==> config.mk <==
export PLATFORM = sky130hd
export DESIGN_NAME = irq_ctrl
export DESIGN_NICKNAME = d
export VERILOG_FILES = /design/src/rtl/irq_ctrl.sv
export SDC_FILE = /design/constraint.sdc
export NUM_CORES = 1
export LEC_CHECK = 0
export ABC_AREA = 1
export BUFFER_PORTS_ARGS = -buffer_cell sky130_fd_sc_hd__buf_2
export CORE_AREA = 3 3 61 63
export CTS_BUF_LIST = sky130_fd_sc_hd__clkbuf_2 sky130_fd_sc_hd__clkbuf_4 sky130_fd_sc_hd__clkbuf_8
export CTS_CLUSTER_DIAMETER = 60
export DETAILED_ROUTE_END_ITERATION = 10
export DIE_AREA = 0 0 64 66
export GPL_TIMING_DRIVEN = 0
export HOLD_SLACK_MARGIN = 0.03
export PLACE_DENSITY = 0.92
export SYNTH_ARGS = -nofsm -noshare
export SYNTH_HDL_FRONTEND = slang
export SYNTH_SLANG_ARGS = --single-unit
==> constraint.sdc <==
create_clock -name clk -period 1.6 [get_ports clk]
set_input_delay 0.16 -clock clk [delete_from_list [all_inputs] [get_ports clk]]
set_output_delay 0.16 -clock clk [all_outputs]
set_load 0.005 [all_outputs]
==> src/rtl/irq_ctrl.sv <==
// Interrupt controller: rising-edge detection per source, write-1-to-clear
// pending bits, per-source mask, fixed lowest-index priority and a
// three-state take/service handshake with the core. MASK, PEND and CAUSE
// live in the special-register space at selects 4, 5 and 6.
module irq_ctrl #(
  parameter int NSRC = 8
) (
  input  logic            clk,
  input  logic            rst,
  input  logic [NSRC-1:0] src,
  input  logic            sr_ie,
  input  logic [15:0]     sr_sel,
  input  logic [15:0]     sr_in,
  output logic [15:0]     sr_out,
  input  logic            irq_ready,
  input  logic            iret,
  output logic            irq_out,
  output logic            in_handler
);

  localparam logic [15:0] SEL_MASK  = 16'd4;
  localparam logic [15:0] SEL_PEND  = 16'd5;
  localparam logic [15:0] SEL_CAUSE = 16'd6;

  typedef enum logic [1:0] {
    S_IDLE,
    S_ARM,
    S_SERVICE
  } state_t;

  state_t          state;
  state_t          state_n;
  logic [NSRC-1:0] prev_src;
  logic [NSRC-1:0] pend;
  logic [NSRC-1:0] mask;
  logic            cause_valid;
  logic [3:0]      cause_idx;

  logic [NSRC-1:0] edge_vec;
  logic [NSRC-1:0] eligible;
  logic [NSRC-1:0] take_vec;
  logic [NSRC-1:0] clr_vec;
  logic [3:0]      win_idx;
  logic            take;
  logic            mask_wr;
  logic            pend_wr;
  logic            unused_sr_in;

  // Bits of sr_in above NSRC carry nothing for this block.
  assign unused_sr_in = ^sr_in;

  assign mask_wr  = sr_ie && (sr_sel == SEL_MASK);
  assign pend_wr  = sr_ie && (sr_sel == SEL_PEND);
  assign edge_vec = src & ~prev_src;
  assign eligible = pend & mask;

  // Fixed priority: scanning from the top down leaves the lowest eligible index.
  always_comb begin
    // NOTE: every combinational output gets a default first so no path can infer a latch.
    win_idx = '0;
    for (int i = NSRC - 1; i >= 0; i--) begin
      if (eligible[i]) win_idx = 4'(i);
    end
  end

  // One-hot of the source being taken this cycle, used to clear its pend bit.
  always_comb begin
    take_vec = '0;
    for (int i = 0; i < NSRC; i++) begin
      take_vec[i] = take && (win_idx == 4'(i));
    end
  end

  assign clr_vec = take_vec | (pend_wr ? sr_in[NSRC-1:0] : '0);

  // State register; reset drops in_handler immediately since it decodes state.
  always_ff @(posedge clk or negedge rst) begin
    // NOTE: sequential state uses non-blocking assignments so every register samples pre-edge values.
    if (!rst) state <= S_IDLE;
    else      state <= state_n;
  end

  // Next-state and take decision; take is gated by a nonzero eligible set so a
  // mask or clear landing in ARM can never produce a spurious irq_out.
  always_comb begin
    state_n = state;
    take    = 1'b0;
    unique case (state)
      S_IDLE: begin
        if (|eligible) state_n = S_ARM;
      end
      S_ARM: begin
        if (eligible == '0) begin
          state_n = S_IDLE;
        end else if (irq_ready) begin
          take    = 1'b1;
          state_n = S_SERVICE;
        end
      end
      S_SERVICE: begin
        if (iret) state_n = S_IDLE;
      end
      default: state_n = S_IDLE;
    endcase
  end

  assign irq_out    = take;
  assign in_handler = (state == S_SERVICE);

  // Edge history, pending bits (a new edge beats any clear) and the mask.
  always_ff @(posedge clk or negedge rst) begin
    if (!rst) begin
      prev_src <= '0;
      pend     <= '0;
      mask     <= '0;
    end else begin
      prev_src <= src;
      pend     <= (pend & ~clr_vec) | edge_vec;
      if (mask_wr) mask <= sr_in[NSRC-1:0];
    end
  end

  // CAUSE records the most recently taken source.
  always_ff @(posedge clk or negedge rst) begin
    if (!rst) begin
      cause_valid <= 1'b0;
      cause_idx   <= '0;
    end else if (take) begin
      cause_valid <= 1'b1;
      cause_idx   <= win_idx;
    end
  end

  // Register read mux; selects not owned here read as zero.
  always_comb begin
    sr_out = '0;
    unique case (sr_sel)
      SEL_MASK:  sr_out[NSRC-1:0] = mask;
      SEL_PEND:  sr_out[NSRC-1:0] = pend;
      SEL_CAUSE: sr_out = {cause_valid, 11'b0, cause_idx};
      default:   sr_out = '0;
    endcase
  end

endmodule

## Word-level counts from Yosys, hierarchy flattened

Index checks and enable logic that the tools add are counted.

| storage, ports and cells | value |
|---|---|
| logic and storage cells | 62 |
| flip-flop bits (word level) | 31 |
| output and inout bits | 18 |
| input bits | 45 |

| operators by class | value |
|---|---|
| eq/ne operators | 15 |
| reduce and logical (&&, ||, !) cells | 15 |
| bitwise operators | 7 |
| muxes and demuxes | 19 |

Operators by type and width:

| cell | number |
|---|---|
| 16-bit by 3-bit equality test with 1-bit output, second input constant | 3 |
| 8-bit AND | 3 |
| 8-bit case mux with 3 select lines | 1 |
| 4-bit by 3-bit equality test with 1-bit output, second input constant | 4 |
| 4-bit two-way mux | 4 |
| 8-bit two-way mux | 2 |
| 8-bit inverter | 2 |
| 8-bit bitwise OR | 2 |
| 3-bit two-way mux | 4 |
| 1-bit logical AND | 10 |
| 4-bit by 2-bit equality test with 1-bit output, second input constant | 2 |
| 8-bit zero test | 1 |
| 2-bit two-way mux | 4 |
| 8-bit OR reduction | 1 |
| 2-bit case mux with 3 select lines | 1 |
| 4-bit by 1-bit equality test with 1-bit output, second input constant | 1 |
| 4-bit zero test | 1 |
| 2-bit inequality test, second input constant | 2 |
| 1-bit two-way mux | 3 |
| 3-bit inequality test, second input constant | 1 |
| 3-bit AND reduction | 1 |
| 2-bit by 1-bit equality test with 1-bit output, second input constant | 1 |
| 2-bit equality test, second input constant | 1 |
| 2-bit zero test | 1 |

## Logic depth before layout (Yosys ltp)

| depth | value |
|---|---|
| depth after elaboration | 15 |
| gate-level depth with buffers | 12 |
| gate-level depth less buffers | 12 |

## Worst setup path after synthesis

No wires, ideal clock.

| timing path | value |
|---|---|
| path type | flip-flop to flip-flop |
| start point | register pend[7] |
| end point | register pend[0] |
| setup time | 116 ps |
| data arrival time | 1,083 ps |
| buffers on the path | 0 |
| data required time | 1,484 ps |
| clock period less this slack | 1,200 ps |
| cell stages (with the launch flop) | 13 |
| setup slack | 400 ps |
| cells stage by stage | dfrtp_1 > nand2_1 > inv_1 > nand2_1 > nand2_1 > nand2_1 > nand2_1 > nand2_1 > nand2_1 > nand2_1 > nand3_1 > nand2_1 > nand2_1 |

| between the ends | value |
|---|---|
| word-level cells in the longest chain between the ends | 15 |
| elaborated cells on any way between the ends | 18 |
| classes of those cells | 10 x mux; 5 x bitwise; 3 x reduce/logical |

Ends and longest elaborated chain:

| what | line | source |
|---|---|---|
| from (decl) | 34 | `logic [NSRC-1:0] pend;` |
| from (signal assigned) | 118 | `pend <= (pend & ~clr_vec) \| edge_vec;` |
| 8-bit AND * | 55 | `assign eligible = pend & mask;` |
| 3-bit two-way mux (4 in a row) | 62 | `if (eligible[i]) win_idx = 4'(i);` |
| 4-bit two-way mux (4 in a row) | 62 |  |
| 4-bit zero test | 70 | `take_vec[i] = take && (win_idx == 4'(i));` |
| 1-bit logical AND * | 70 |  |
| 8-bit bitwise OR * | 74 | `assign clr_vec = take_vec \| (pend_wr ? sr_in[NSRC-1:0] : '0);` |
| 8-bit inverter * | 118 |  |
| 8-bit AND * | 118 |  |
| 8-bit bitwise OR * | 118 |  |

Every way passes the cells marked *; elsewhere a longest branch is shown, timed or not.
A chain may end at the register's enable or synchronous reset.

## Worst setup path in the final report

| timing path | value |
|---|---|
| start point | register pend[5] |
| end point | output port irq_out |

| between the ends | value |
|---|---|
| word-level cells in the longest chain between the ends | 4 |

Ends and longest elaborated chain:

| what | line | source |
|---|---|---|
| 8-bit AND | 55 |  |
| 8-bit zero test | 93 | `if (eligible == '0) begin` |
| 1-bit two-way mux | 93 |  |
| 1-bit two-way mux | 88 | `unique case (state)` |
| to (decl) | 17 | `output logic irq_out,` |

No other way between the ends.

==> impl_metrics.yaml <==
sta:
  setup_viol: 0
  drv_slew: 0
  hold_viol: 0
  fmax_mhz: 649.4
  finalCriticalPeriod_ns: 1.540
  fin_setup_tns_ns: 0
  timing.final.crit_share_pct: 96.24
  finClkSkew_ns: 0.007067
  relSlewSlack_pct: 56.71
  tightest_slew_ns: 0.6493
  whs_ns: 0.04329
  worst_slack_ns: 0.06009
clock_tree:
  clock-root-buffer: "clkbuf_4"
  worst_skew_pair.late_latency_ns: 0.34
  h-tree-depth: 2
  clk_pin_slew_ns: 0.10
  cts_tree: "yes"
  cts_sinks: 30
  numCtsBuffers: 5
  cts_buffer_depth: 2
worst_setup_path:
  r2r_cells: 13
  rr_endpoint: "pend[0]"
  endpoint: "irq_out"
  crit_type: "flop to output port"
  end_kind: "output port"
  critPathLaunch: "pend[5]"
  worstPathArrival_ns: 1.38
  crit_path_max_fanout: 3
  startpoint_type: "flop"
  crit_required_ns: 1.44
  rr_startpoint: "pend[7]"
  r2r_slack_ns: 0.09
synthesis:
  synth_async_sr_flop_share_pct: 100.0
  ys_seq_area_share_pct: 46.84
  synth_compound_area_share_pct: 10.62
  ys_seq_elements: 30
  synth_fa_ha_area_share_pct: 0
  yosysWarnings: 0
  synth_cells: 208
  synth_edf_count: 0
  syn_avg_cell_area_sq_um: 7.706
  synth-simple-area-share_pct: 27.87
  synth_top_family_by_area: "simple AND/OR/NAND/NOR gates"
  synth_ff_type: "dfrtp_1"
  synth_mux_area_share_pct: 0
  synth_xor_xnor_area_share_pct: 0
  syn_area_sq_um: 1603
  synth.distinct_cells: 25
layout:
  fin_area_sq_um: 2256
  nNetsFinal: 335
  nFillCells: 267
  diodes: 0
  final_core_util_pct: 68.69
  drive_gt1_share_pct: 34.36
  area_delta_synth_final_pct: 40.75
route:
  num_vias: 1628
  antenna_left: 0
  wire_per_inst_um: 11.90
  viasPerCell: 4.831
  wirelength_um: 4011
  drc: 0
  drt_iter0_drc: 82
  dr.pass1.iters: 5
pwr:
  p_sw_mw: 0.6029
  ir_drop_mv: 0.6299
  powerDensity_nw_per_um2: 868.6
  switching_share_pct: 30.77
  seqPwrFrac_pct: 45.6
  power.leakage_nw: 1.253
  combPwrFrac_pct: 23.3
  p_int_mw: 1.357
  clkPwrFrac_pct: 31.1
grt:
  grt_max_degree: 31
  grt_pass1_vias: 1459
  grt.overflow.total: 0
  antenna_found_initial: 0
  grt_util_all_layers_pct: 18.53
  grt_pass1_wl_um: 5961
place:
  gp_congestion: 0.8872
  placed_area_sq_um: 1913
  pre_cts_slack_ns: 0.05133
  place.port_buffers: 46
  dp_hpwl_um: 2795
worst_hold_path:
  worstHoldStart: "sr_in[7]"
  hp-class: "primary input to flop"
die:
  die_h_um: 66
  die_w_um: 64
  dieArea_sq_um: 4224
  ioPinCount: 63
  start_util_pct: 48.80
  rows: 21
  core_area_sq_um: 3284
outcome:
  status: "finished clean"
run:
  cap_violations: 0
flip-flops by register name, indices dropped and copies added (netlist names):
name         flops
mask             8
pend             8
cause_idx        3
state            2
cause_valid      1
prev_src         8
cells in the mapped netlist, types with 2 or more instances:
cell / count / area (sq um)
nor3_1: 3 / 15.01
nand4_1: 5 / 31.28
nand2_2: 3 / 18.77
o221ai_1: 2 / 17.52
buf_4: 7 / 52.55
o21ai_0: 14 / 70.07
nand2_1: 58 / 217.7
nor2_1: 11 / 41.29
o21ai_2: 2 / 17.52
inv_1: 38 / 142.6
o211ai_1: 2 / 15.01
a31oi_1: 4 / 25.02
and3_1: 2 / 12.51
o22ai_1: 2 / 12.51
nand3_1: 16 / 80.08
dfrtp_1: 30 / 750.7
power by group through the flow:
stage          clock, mW  sequential [mW]  combinational, mW
2_1_floorplan          0            0.891              0.250
3_3_place_gp           0            0.901              0.366
3_5_place_dp           0            0.907              0.378
4_1_cts            0.617            0.892              0.439
5_1_grt            0.654            0.904              0.522
6_report           0.609            0.894              0.457
layout make-up:
type                       instances  area (sq um)  area share [%]
buffer                            10         88.84           3.938
clock buffer                       5         37.54           1.664
clock inverter                     3         45.04           1.997
inverter                          38         142.6           6.323
multi-input combinational        136         705.7           31.28
sequential                        30         750.7           33.28
tap                               46         57.56           2.551
timing repair buffer              69         427.9           18.97
per-layer routing:
metal	track usage, %	wire length, um	part of all wire [%]
met5	0	0	0
met4	9.704	85	2.1
met3	3.912	222	5.5
met2	32.65	2063	51
met1	21.00	1640	41
stage by stage:
stage,power (mW),cells
after floorplan,1.141,214
after global placement,1.267,306
after detailed placement,1.285,306
after CTS,1.948,328
after global routing,2.080,337
final,1.960,337
worst min path at each step:
stage	slack (ns)	end	cells after the start
3_5_place_dp	0.23	pend[1]	1
6_report	0.04	mask[7]	3
3_3_place_gp	0.23	cause_valid	1
2_1_floorplan	-0.14	cause_idx[0]	0
5_1_grt	0.05	mask[7]	3
4_1_cts	0.04	mask[7]	3
repair_timing:
action | CTS | global route
gates resized for setup | 5 | 12
buffers inserted | 4 | 9
setup endpoints to repair | 1 | 12
pin swaps | 1 | 4
hold buffers | 10 | 0
cloned | 0 | 0
endpoints found under the hold margin | 41 | 0
critical path, stage by stage (launching register included):
cell and delay [ns]:
dfrtp_1 0.41, nand2_2 0.11, nand4_1 0.14, inv_1 0.09, nand2_2 0.07, nand3_4 0.07
inv_1 0.04, buf_2 0.11
cell usage in the layout, fill, tap and decap left out:
cell	netlist	layout
bufinv_16	0	1
nand3_4	0	1
nand3_1	16	13
nor2_4	1	2
inv_1	38	38
clkbuf_4	0	5
conb_1	1	7
clkbuf_2	1	1
buf_12	1	1
nand2_1	58	49
buf_4	7	20
dlygate4sd3_1	0	10
nand3_2	0	2
o31ai_1	1	1
o211ai_1	2	2
o22ai_1	2	2
o21ai_0	14	14
o21ai_2	2	2
nand4_1	5	5
o221ai_1	2	2
nand2_2	3	12
nor2_1	11	10
nor4_2	1	1
a31oi_1	4	4
nor2_2	1	1
and3_1	2	2
nor3_2	0	2
dfrtp_1	30	30
o21ai_1	1	1
clkinvlp_4	0	2
buf_2	0	46
nor3_1	3	1
buf_6	1	1
kinds of logic after synthesis:
| logic type | after synthesis |
|---|---|
| other cells | 1 |
| buf+inv | 48 |
| compound gates | 28 |
| simple gates | 101 |
| flops | 30 |
(Power assumes the default switching activity.)
